[src/rtl/video_timing_pkg.sv]
// video_timing_pkg: CEA 1280x720@60 timing constants and the per-axis region encoding
package video_timing_pkg;

    localparam int CEA_H_ACTIVE = 1280;
    localparam int CEA_H_FP     = 110;
    localparam int CEA_H_SYNC   = 40;
    localparam int CEA_H_BP     = 220;
    localparam int CEA_V_ACTIVE = 720;
    localparam int CEA_V_FP     = 5;
    localparam int CEA_V_SYNC   = 5;
    localparam int CEA_V_BP     = 20;

    typedef enum logic [1:0] {
        RG_ACTIVE,
        RG_FP,
        RG_SYNC,
        RG_BP
    } region_t;

    function automatic int axis_total(input int active, input int fp, input int sync, input int bp);
        return active + fp + sync + bp;
    endfunction

endpackage

[src/rtl/video_sig_gen_if.sv]
// video_sig_gen_if: timing outputs bundle from the generator to the renderer / TMDS stage
interface video_sig_gen_if #(
    parameter int HW  = 11,
    parameter int VW  = 10,
    parameter int FCW = 6
);

    logic [HW-1:0]  hcount_out;
    logic [VW-1:0]  vcount_out;
    logic           hs_out;
    logic           vs_out;
    logic           ad_out;
    logic           nf_out;
    logic [FCW-1:0] fc_out;

    modport master (
        output hcount_out, vcount_out, hs_out, vs_out, ad_out, nf_out, fc_out
    );

    modport slave (
        input hcount_out, vcount_out, hs_out, vs_out, ad_out, nf_out, fc_out
    );

endinterface

[src/rtl/timing_axis_counter.sv]
// timing_axis_counter: one timing axis (pixels or lines) with count, region FSM and wrap tick
module timing_axis_counter
    import video_timing_pkg::*;
#(
    parameter int ACTIVE = CEA_H_ACTIVE,
    parameter int FP     = CEA_H_FP,
    parameter int SYNC   = CEA_H_SYNC,
    parameter int BP     = CEA_H_BP,
    parameter int W      = $clog2(axis_total(ACTIVE, FP, SYNC, BP))
) (
    input  logic         clk,
    input  logic         rst_n,
    input  logic         tick_in,
    output logic [W-1:0] count_out,
    output logic [W-1:0] next_out,
    output logic         sync_out,
    output logic         wrap_out
);

    localparam int TOTAL = axis_total(ACTIVE, FP, SYNC, BP);
    localparam logic [W-1:0] LAST   = W'(TOTAL - 1);
    localparam logic [W-1:0] B_FP   = W'(ACTIVE);
    localparam logic [W-1:0] B_SYNC = W'(ACTIVE + FP);
    localparam logic [W-1:0] B_BP   = W'(ACTIVE + FP + SYNC);

    if (ACTIVE < 1 || FP < 1 || SYNC < 1 || BP < 1) begin : g_bad_region
        $error("timing_axis_counter: every region needs at least one count");
    end

    region_t region;

    assign wrap_out = tick_in && count_out == LAST;
    assign next_out = !tick_in ? count_out : (count_out == LAST ? '0 : count_out + 1'b1);

    // Count and region advance together; sync flag is decoded from the next count so it lines up with it
    always_ff @(posedge clk or negedge rst_n) begin
        if (!rst_n) begin
            count_out <= LAST;
            region    <= RG_BP;
            sync_out  <= 1'b0;
        end else if (tick_in) begin
            count_out <= next_out;
            case (region)
                RG_ACTIVE: if (next_out == B_FP) region <= RG_FP;
                RG_FP: if (next_out == B_SYNC) begin
                    region   <= RG_SYNC;
                    sync_out <= 1'b1;
                end
                RG_SYNC: if (next_out == B_BP) begin
                    region   <= RG_BP;
                    sync_out <= 1'b0;
                end
                default: if (next_out == '0) region <= RG_ACTIVE;
            endcase
        end
    end

endmodule

[src/rtl/video_sig_gen.sv]
// video_sig_gen: free-running video timing generator (counters, sync, active draw, frame pulse/counter)
module video_sig_gen
    import video_timing_pkg::*;
#(
    parameter int H_ACTIVE = CEA_H_ACTIVE,
    parameter int H_FP     = CEA_H_FP,
    parameter int H_SYNC   = CEA_H_SYNC,
    parameter int H_BP     = CEA_H_BP,
    parameter int V_ACTIVE = CEA_V_ACTIVE,
    parameter int V_FP     = CEA_V_FP,
    parameter int V_SYNC   = CEA_V_SYNC,
    parameter int V_BP     = CEA_V_BP,
    parameter int FC_WIDTH = 6,
    parameter bit SYNC_POL = 1'b1
) (
    input  logic            clk_pixel_in,
    input  logic            rst_n_in,
    video_sig_gen_if.master vid
);

    localparam int HT = axis_total(H_ACTIVE, H_FP, H_SYNC, H_BP);
    localparam int VT = axis_total(V_ACTIVE, V_FP, V_SYNC, V_BP);
    localparam int HW = $clog2(HT);
    localparam int VW = $clog2(VT);
    localparam logic [HW-1:0] H_ACT = HW'(H_ACTIVE);
    localparam logic [VW-1:0] V_ACT = VW'(V_ACTIVE);

    logic [HW-1:0] h_count, h_next;
    logic [VW-1:0] v_count, v_next;
    logic          h_sync, h_wrap;
    logic          v_sync, v_wrap_unused;
    logic          nf_next;

    timing_axis_counter #(
        .ACTIVE(H_ACTIVE), .FP(H_FP), .SYNC(H_SYNC), .BP(H_BP), .W(HW)
    ) u_h (
        .clk       (clk_pixel_in),
        .rst_n     (rst_n_in),
        .tick_in   (1'b1),
        .count_out (h_count),
        .next_out  (h_next),
        .sync_out  (h_sync),
        .wrap_out  (h_wrap)
    );

    timing_axis_counter #(
        .ACTIVE(V_ACTIVE), .FP(V_FP), .SYNC(V_SYNC), .BP(V_BP), .W(VW)
    ) u_v (
        .clk       (clk_pixel_in),
        .rst_n     (rst_n_in),
        .tick_in   (h_wrap),
        .count_out (v_count),
        .next_out  (v_next),
        .sync_out  (v_sync),
        .wrap_out  (v_wrap_unused)
    );

    assign nf_next        = h_next == H_ACT && v_next == V_ACT;
    assign vid.hcount_out = h_count;
    assign vid.vcount_out = v_count;
    assign vid.hs_out     = SYNC_POL ? h_sync : !h_sync;
    assign vid.vs_out     = SYNC_POL ? v_sync : !v_sync;

    // Active-draw, new-frame pulse and frame counter, decoded from the next counts to stay aligned
    always_ff @(posedge clk_pixel_in or negedge rst_n_in) begin
        if (!rst_n_in) begin
            vid.ad_out <= 1'b0;
            vid.nf_out <= 1'b0;
            vid.fc_out <= '0;
        end else begin
            vid.ad_out <= h_next < H_ACT && v_next < V_ACT;
            vid.nf_out <= nf_next;
            vid.fc_out <= vid.fc_out + FC_WIDTH'(nf_next);
        end
    end

endmodule

[src/flat_wrapper.sv]
// flat-port wrapper written by rule: the top's interface ports become plain ports
module video_sig_gen_flat import video_timing_pkg::*;
#(
    parameter int H_ACTIVE = CEA_H_ACTIVE,
    parameter int H_FP     = CEA_H_FP,
    parameter int H_SYNC   = CEA_H_SYNC,
    parameter int H_BP     = CEA_H_BP,
    parameter int V_ACTIVE = CEA_V_ACTIVE,
    parameter int V_FP     = CEA_V_FP,
    parameter int V_SYNC   = CEA_V_SYNC,
    parameter int V_BP     = CEA_V_BP,
    parameter int FC_WIDTH = 6,
    parameter bit SYNC_POL = 1'b1
)
  (clk_pixel_in, rst_n_in, vid_hcount_out, vid_vcount_out, vid_hs_out, vid_vs_out, vid_ad_out, vid_nf_out, vid_fc_out);
  video_sig_gen_if #(.HW(11), .VW(10), .FCW(6)) vid_i ();
  input  logic clk_pixel_in;
  input  logic rst_n_in;
  output wire logic [$bits(vid_i.hcount_out)-1:0] vid_hcount_out;
  output wire logic [$bits(vid_i.vcount_out)-1:0] vid_vcount_out;
  output wire logic [$bits(vid_i.hs_out)-1:0] vid_hs_out;
  output wire logic [$bits(vid_i.vs_out)-1:0] vid_vs_out;
  output wire logic [$bits(vid_i.ad_out)-1:0] vid_ad_out;
  output wire logic [$bits(vid_i.nf_out)-1:0] vid_nf_out;
  output wire logic [$bits(vid_i.fc_out)-1:0] vid_fc_out;
  assign vid_hcount_out = vid_i.hcount_out;
  assign vid_vcount_out = vid_i.vcount_out;
  assign vid_hs_out = vid_i.hs_out;
  assign vid_vs_out = vid_i.vs_out;
  assign vid_ad_out = vid_i.ad_out;
  assign vid_nf_out = vid_i.nf_out;
  assign vid_fc_out = vid_i.fc_out;
  video_sig_gen #(.H_ACTIVE(H_ACTIVE), .H_FP(H_FP), .H_SYNC(H_SYNC), .H_BP(H_BP), .V_ACTIVE(V_ACTIVE), .V_FP(V_FP), .V_SYNC(V_SYNC), .V_BP(V_BP), .FC_WIDTH(FC_WIDTH), .SYNC_POL(SYNC_POL)) u_core (.clk_pixel_in(clk_pixel_in), .rst_n_in(rst_n_in), .vid(vid_i));
endmodule
[config.mk]
export PLATFORM = sky130hd
export DESIGN_NAME = video_sig_gen_flat
export DESIGN_NICKNAME = d
export VERILOG_FILES = /design/src/rtl/video_timing_pkg.sv /design/src/rtl/video_sig_gen_if.sv /design/src/rtl/timing_axis_counter.sv /design/src/rtl/video_sig_gen.sv /design/src/flat_wrapper.sv
export SDC_FILE = /design/constraint.sdc
export NUM_CORES = 1
export LEC_CHECK = 0
export ABC_CLOCK_PERIOD_IN_PS = 3600
export CAP_MARGIN = 20
export CELL_PAD_IN_SITES_DETAIL_PLACEMENT = 0
export CELL_PAD_IN_SITES_GLOBAL_PLACEMENT = 1
export CORE_MARGIN = 2
export CORE_UTILIZATION = 39
export CTS_CLUSTER_SIZE = 10
export DETAILED_ROUTE_END_ITERATION = 8
export PLACE_DENSITY_LB_ADDON = 0.1
export SLEW_MARGIN = 20
export SYNTH_ARGS = -nofsm -noshare
export SYNTH_HDL_FRONTEND = slang
export SYNTH_HIERARCHICAL = 1
export SYNTH_SLANG_ARGS = --single-unit
export TNS_END_PERCENT = 100
[constraint.sdc]
create_clock -name clk_pixel_in -period 3.6 [get_ports clk_pixel_in]
set_clock_uncertainty 0.05 [all_clocks]
set_input_delay 0.72 -clock clk_pixel_in [delete_from_list [all_inputs] [get_ports clk_pixel_in]]
set_output_delay 0.72 -clock clk_pixel_in [all_outputs]
set_load 0.01 [all_outputs]
# Word level (Yosys, flattened, before mapping)
# Index checks and enable logic that the tools add are counted.
word_totals:
  ff_bits: 35
  inputBits: 2
  output_inout_bits: 31
  word_cells: 65
op_classes:
  addsub: 3
  magnitude_cmp: 2
  eq_ne: 18
  muxes: 19
  n_reduce_logical: 14
op_table:
  columns: ["operator", "count"]
  rows:
  - ["11-bit == test, second input constant", 4]
  - ["10-bit == test, second input constant", 4]
  - ["10-bit 2-to-1 mux", 2]
  - ["2-bit 2-to-1 mux", 8]
  - ["2-bit one-hot mux with 3 select lines", 2]
  - ["11-bit by 1-bit adder with 11-bit output, second input constant", 1]
  - ["11-bit zero test", 1]
  - ["11-bit less-than comparator, second input constant", 1]
  - ["11-bit 2-to-1 mux", 1]
  - ["10-bit by 1-bit adder with 10-bit output, second input constant", 1]
  - ["10-bit zero test", 1]
  - ["10-bit less-than comparator, second input constant", 1]
  - ["2-bit inequality test, second input constant", 4]
  - ["4-bit AND reduction", 2]
  - ["4-bit nonzero test", 2]
  - ["6-bit by 1-bit adder with 6-bit output", 1]
  - ["5-bit AND reduction", 1]
  - ["2-bit by 1-bit == test with 1-bit output, second input constant", 2]
  - ["2-bit == test, second input constant", 2]
  - ["2-bit zero test", 2]
  - ["1-bit 2-to-1 mux", 4]
  - ["2-bit by 1-bit inequality test with 1-bit output, second input constant", 2]
  - ["1-bit one-hot mux with 2 select lines", 2]
  - ["2-bit nonzero test", 2]
  - ["other kinds (2)", 3]

# Logic depth before layout (Yosys ltp)
depth:
  word_depth: 6
  depth_mapped: 17
  mapped_depth_nobuf: 15

# Modules after synthesis
# Netlist, hierarchy kept.
modules_own_cells:
  columns: ["mod", "instances", "cells_each", "area_each_um2", "seq_area_each_um2"]
  rows:
  - ["timing_axis_counter at u_core.u_h", 1, 144, 1219.9, 360.3]
  - ["timing_axis_counter at u_core.u_v", 1, 121, 1093.5, 336.6]
  - ["video_sig_gen", 1, 30, 376.6, 200.2]

# Least setup slack after synthesis
# OpenSTA, ideal clock, no wires.
synth_timing:
  path_type: "reg-to-reg"
  start: "register u_core.u_h.count_out[3]"
  end: "register u_core.vid.fc_out[5]"
  setup_ns: 0.124
  arrival_time_ns: 3.846
  required_ns: 3.426
  setup_slack_ns: -0.421
  stages_incl_launch_ff: 16
  n_path_buf: 2
  path_cell_list: "dfrtp_1 > buf_6 > or4b_4 > nor4_4 > and2_1 > clkbuf_1 > nand4b_1 > nor3_2 > nor2_1 > nor4b_2 > nand4_1 > nor4_2 > ha_1 > and3_1 > nand3_1 > xnor2_1"
synth_via:
  elab_chain_cells: 5
  elab_cells_between_ends: 8
  classes_between: "2 x add/sub; 3 x eq/ne; 2 x mux; 1 x reduce/logical"
synth_lines:
  columns: ["element", "line", "source"]
  rows:
  - ["start: declaration", "timing_axis_counter.sv:14", "output logic [W-1:0] count_out,"]
  - ["start signal: assignment", "timing_axis_counter.sv:42", "count_out <= next_out;"]
  - ["11-bit == test", "timing_axis_counter.sv:32", "assign wrap_out = tick_in && count_out == LAST;"]
  - ["named net u_core.h_wrap", "video_sig_gen.sv:30", "logic h_sync, h_wrap;"]
  - ["10-bit 2-to-1 mux", "timing_axis_counter.sv:33", "assign next_out = !tick_in ? count_out : (count_out == LAST ? '0 : count_out + 1'b1);"]
  - ["named net u_core.v_next[0]", "video_sig_gen.sv:29", "logic [VW-1:0] v_count, v_next;"]
  - ["10-bit == test", "video_sig_gen.sv:58", "assign nf_next = h_next == H_ACT && v_next == V_ACT;"]
  - ["1-bit logical AND", "video_sig_gen.sv:58", null]
  - ["named net u_core.nf_next", "video_sig_gen.sv:32", "logic nf_next;"]
  - ["6-bit by 1-bit adder with 6-bit output", "video_sig_gen.sv:73", "vid.fc_out <= vid.fc_out + FC_WIDTH'(nf_next);"]
  - ["end signal: assignment", "video_sig_gen.sv:73", null]
  - ["end: declaration", "video_sig_gen_if.sv:17", "output hcount_out, vcount_out, hs_out, vs_out, ad_out, nf_out, fc_out"]
# The timed path passes the listed nets, and every way through them passes these cells.
# A chain may end at the register's enable or synchronous reset.

# Worst setup path after layout
layout_timing:
  start: "register u_core.u_h.count_out[9]"
  end: "register u_core.u_v.region[1]"
layout_via:
  elab_chain_cells: 5
  elab_cells_between_ends: 11
  classes_between: "7 x eq/ne; 1 x mux; 3 x reduce/logical"
layout_lines:
  columns: ["element", "line", "source"]
  rows:
  - ["11-bit == test *", "timing_axis_counter.sv:32", null]
  - ["named net u_core.h_wrap", "video_sig_gen.sv:30", null]
  - ["10-bit 2-to-1 mux *", "timing_axis_counter.sv:33", null]
  - ["named net u_core.v_next[7]", "video_sig_gen.sv:29", null]
  - ["10-bit == test (tied with other cells)", "timing_axis_counter.sv:44", "RG_ACTIVE: if (next_out == B_FP) region <= RG_FP;"]
  - ["2-bit by 1-bit inequality test with 1-bit output (no source line) (tied with other cells)", null, null]
  - ["5-bit AND reduction (no source line) *", null, null]
  - ["end signal: assignment", "timing_axis_counter.sv:39", "region <= RG_BP;"]
  - ["end signal: assignment", "timing_axis_counter.sv:44", null]
  - ["end signal: assignment", "timing_axis_counter.sv:46", "region <= RG_SYNC;"]
  - ["end: declaration", "timing_axis_counter.sv:30", "region_t region;"]
# The timed path passes the listed nets; every way through them passes the cells marked *.

==> flow_metrics.env <==
export IMPL_status="completed"
export IMPL_first_global_vias=2313
export IMPL_synth_common_cells="27 x nor2_1, 20 x inv_1, 18 x dfrtp_1"
export IMPL_synth_top_area_frac=0.167
export IMPL_synth_area_top_cells="dfrtp_1 17%, dfstp_2 17%, ha_1 5.6%"
export IMPL_vias_per_cell=5.77
export IMPL_cts_buffer_depth=2
export IMPL_relSlewSlack=0.455
export IMPL_placed_area_um2=3220
export IMPL_n_antenna_cell=0
export IMPL_ys_ff_latch=35
export IMPL_die_area_um2=7580
export IMPL_r2r_slack_ns=0.13
export IMPL_ant_nets=0
export IMPL_yosys_cell_types_count=70
export IMPL_min_from="u_core/vid.fc_out[5]"
export IMPL_first_pass_iters=4
export IMPL_seqPwrFrac=0.341
export IMPL_insertion_delay_ns=0.29
export IMPL_nets=360
export IMPL_cp_cell_sequence="or4b_4 -> nor4_4 -> and2_4 -> nand4b_1 -> or2_1 -> a311o_1 -> nor2_1 -> nand4b_1 -> a2111oi_4 -> mux2_4"
export IMPL_rsz0062_at_grt="yes"
export IMPL_cp_required_ns=3.77
export IMPL_grt_antenna_before_repair=0
export IMPL_grt_pass1_wl_um=11600
export IMPL_swShare=0.350
export IMPL_drt_iter0_drc=167
export IMPL_regArea_um2=897
export IMPL_cts_buffers=5
export IMPL_worstPathMaxFanout=6
export IMPL_startpoint="u_core/u_h/count_out[9]"
export IMPL_hold_depth=1
export IMPL_synth_nets=309
export IMPL_slew_violations=0
export IMPL_fp_row_count=30
export IMPL_ys_flop_type="dfrtp_1"
export IMPL_synth_xor_xnor_area_share=0.0586
export IMPL_syn_inst=295
export IMPL_synth_area_mux_share=0.0344
export IMPL_synth_compound_area_share=0.175
export IMPL_wirelength_um=7240
export IMPL_wl_per_cell_um=16.9
export IMPL_design_area_um2=3390
export IMPL_critPathSlowestCell="dfstp_2"
export IMPL_grt_met3_usage=0.0322
export IMPL_cap_violations=0
export IMPL_critPathMaxStageDelay_ns=0.54
export IMPL_top_level_ports=33
export IMPL_p_int_uw=882
export IMPL_reg2reg_from="u_core/u_h/count_out[9]"
export IMPL_crit_type="flip-flop to flip-flop"
export IMPL_clkSlewWorstSetupHoldPaths_ns=0.08
export IMPL_synth_edf_count=0
export IMPL_crit_top_cell="nand4b_1"
export IMPL_busiest_layer="met2"
export IMPL_hpwl_um=5400
export IMPL_fin_util=0.505
export IMPL_yosys_area_top_type="dfrtp_1"
export IMPL_peakVddDrop_mv=0.227
export IMPL_cts_htree_levels=2
export IMPL_start_util=0.400
export IMPL_worstPathArrival_ns=3.64
export IMPL_synth_top_family_by_area="simple AND/OR/NAND/NOR gates"
export IMPL_overflow=0
export IMPL_post_route_drc_count=0
export IMPL_grt_use_met1=0.260
export IMPL_p_clk_frac=0.264
export IMPL_cellLeakagePower_uw=0.00137
export IMPL_fillers=665
export IMPL_yosys_area_share_simple=0.284
export IMPL_routabilityCongestion=0.835
export IMPL_yosysMostFrequentCell="nor2_1"
export IMPL_tightest_slew_ns=0.817
export IMPL_tritoncts="done"
export IMPL_ctsHoldBuffers=0
export IMPL_min_path_type="flip-flop to flip-flop"
export IMPL_p_comb_frac=0.395
export IMPL_port_buffers=32
export IMPL_hold_viol_final=0
export IMPL_whs_endpoint="u_core/vid.fc_out[5]"
export IMPL_cp_start_kind="flip-flop"
export IMPL_max_freq_mhz=288
export IMPL_ys_warn_count=6
export IMPL_synth_fa_ha_area_frac=0.0558
export IMPL_dr_total_vias=2464
export IMPL_ys_seq_area_frac=0.333
export IMPL_critPathCaptureType="flip-flop"
export IMPL_reg2regPathDepth=10
export IMPL_synthArstFlopShare=1.00
export IMPL_fin_crit_ns=3.47
export IMPL_die_x_um=87.1
export IMPL_power_density_nw_per_um2=400
export IMPL_multi_input_area_um2=1690
export IMPL_cts_sinks=35
export IMPL_setup_viol=0
export IMPL_drive_gt1_frac=0.239
export IMPL_avgSynthCellArea_um2=9.12
export IMPL_core_area_um2=6720
export IMPL_grt_util_met2=0.325
export IMPL_p_switching_uw=476
export IMPL_finalCritPeriodShare=0.964
export IMPL_r2r_end="u_core/u_v/region[1]"
export IMPL_track_usage=0.198
export IMPL_syn_cell_area_um2=2690
export IMPL_area_growth_pct=26.1
export IMPL_clock_root_buffer="clkbuf_8"
export IMPL_floorplan_die_height_um=87.1
export IMPL_grt_max_degree=36
[worst max path at each step]
stage | to | slack (ns) | depth (start not counted)
floorplan | u_core/vid.fc_out[5] | -0.12 | 15
global placement | u_core/vid.fc_out[5] | 0.14 | 14
detailed placement | u_core/vid.fc_out[5] | 0.03 | 13
CTS | u_core/vid.fc_out[5] | 0.01 | 13
global route | u_core/vid.fc_out[4] | -0.05 | 13
finish | u_core/u_v/region[1] | 0.13 | 10
[per-stage QoR]
| stage | setup WS (ns) | TNS, ns | hold slack, ns | std cells | power (uW) |
|---|---|---|---|---|---|
| floorplan | -0.116 | -0.301 | 0.374 | 295 | 793 |
| global placement | 0.136 | 0 | 0.418 | 415 | 1000 |
| detailed placement | 0.0286 | 0 | 0.432 | 415 | 1000 |
| CTS | 0.0133 | 0 | 0.443 | 423 | 1370 |
| global route | -0.0509 | -0.150 | 0.447 | 427 | 1440 |
| finish | 0.130 | 0 | 0.428 | 427 | 1360 |
[metal layers]
layer	up-vias	share of wire
li1	1186	-
met1	1197	0.45
met2	70	0.49
met3	11	0.044
met4	0	0.018
met5	-	0
[flip-flops by register name (all words and copies together), names as in the netlist]
register              count
u_core/u_h/count_out     11
u_core/u_v/count_out     10
u_core/vid.fc_out         6
u_core/u_h/region         2
u_core/u_v/region         2
u_core/u_h/sync_out       1
u_core/u_v/sync_out       1
u_core/vid.ad_out         1
u_core/vid.nf_out         1
[cells in the final DEF (no fill, tap or decap), types with 5 or more instances in the layout]
| cell type | instances |
|---|---|
| clkdlybuf4s50_1 | 31 |
| ha_1 | 10 |
| xnor2_1 | 13 |
| buf_4 | 26 |
| nor2_1 | 26 |
| clkbuf_8 | 5 |
| dfrtp_1 | 18 |
| xor2_1 | 5 |
| nand3_1 | 13 |
| dfstp_2 | 17 |
| nand4_1 | 10 |
| inv_1 | 20 |
| nor2b_1 | 5 |
| o21ai_0 | 8 |
| nand2_1 | 12 |
| nor3_1 | 11 |
| a21oi_1 | 11 |
[cell type report]
| cell class | instances | area share |
|---|---|---|
| Sequential cell | 35 | 0.264 |
| Clock inverter | 3 | 0.0129 |
| Timing Repair Buffer | 59 | 0.154 |
| Inverter | 20 | 0.0221 |
| Tap cell | 80 | 0.0295 |
| Clock buffer | 5 | 0.0203 |
| Multi-Input combinational cell | 225 | 0.497 |
[power groups by stage]
stage	Sequential, uW	Clock [uW]	Combinational, uW
finish	463	359	535
global route	469	389	587
CTS	464	372	531
detailed placement	470	0	530
global placement	470	0	534
floorplan	503	0	290
[logic make-up (layout without fill, tap and decap cells)]
logic type / after synthesis / after routing
AOI/OAI and AO/OA: 60 / 60
other: 1 / 1
DFF: 35 / 35
xor gates and xnor gates: 18 / 18
muxes: 8 / 8
and+or+nand+nor: 125 / 126
buffers and inverters: 36 / 87
adders and majority gates: 12 / 12
[what timing repair did]
item,4_1_cts,5_1_grt
setup endpoints to repair,0,6
setup buffers,0,3
hold endpoints to repair,0,0
resized for setup,0,6
[worst max-delay path, delay by kind of cell (launching register included)]
kind               cells  cell delay (ns)
AOI/OAI and AO/OA      2             0.82
DFF                    1             0.54
muxes                  1             0.33
and+or+nand+nor        7             1.67
(Power assumes the default switching activity.)
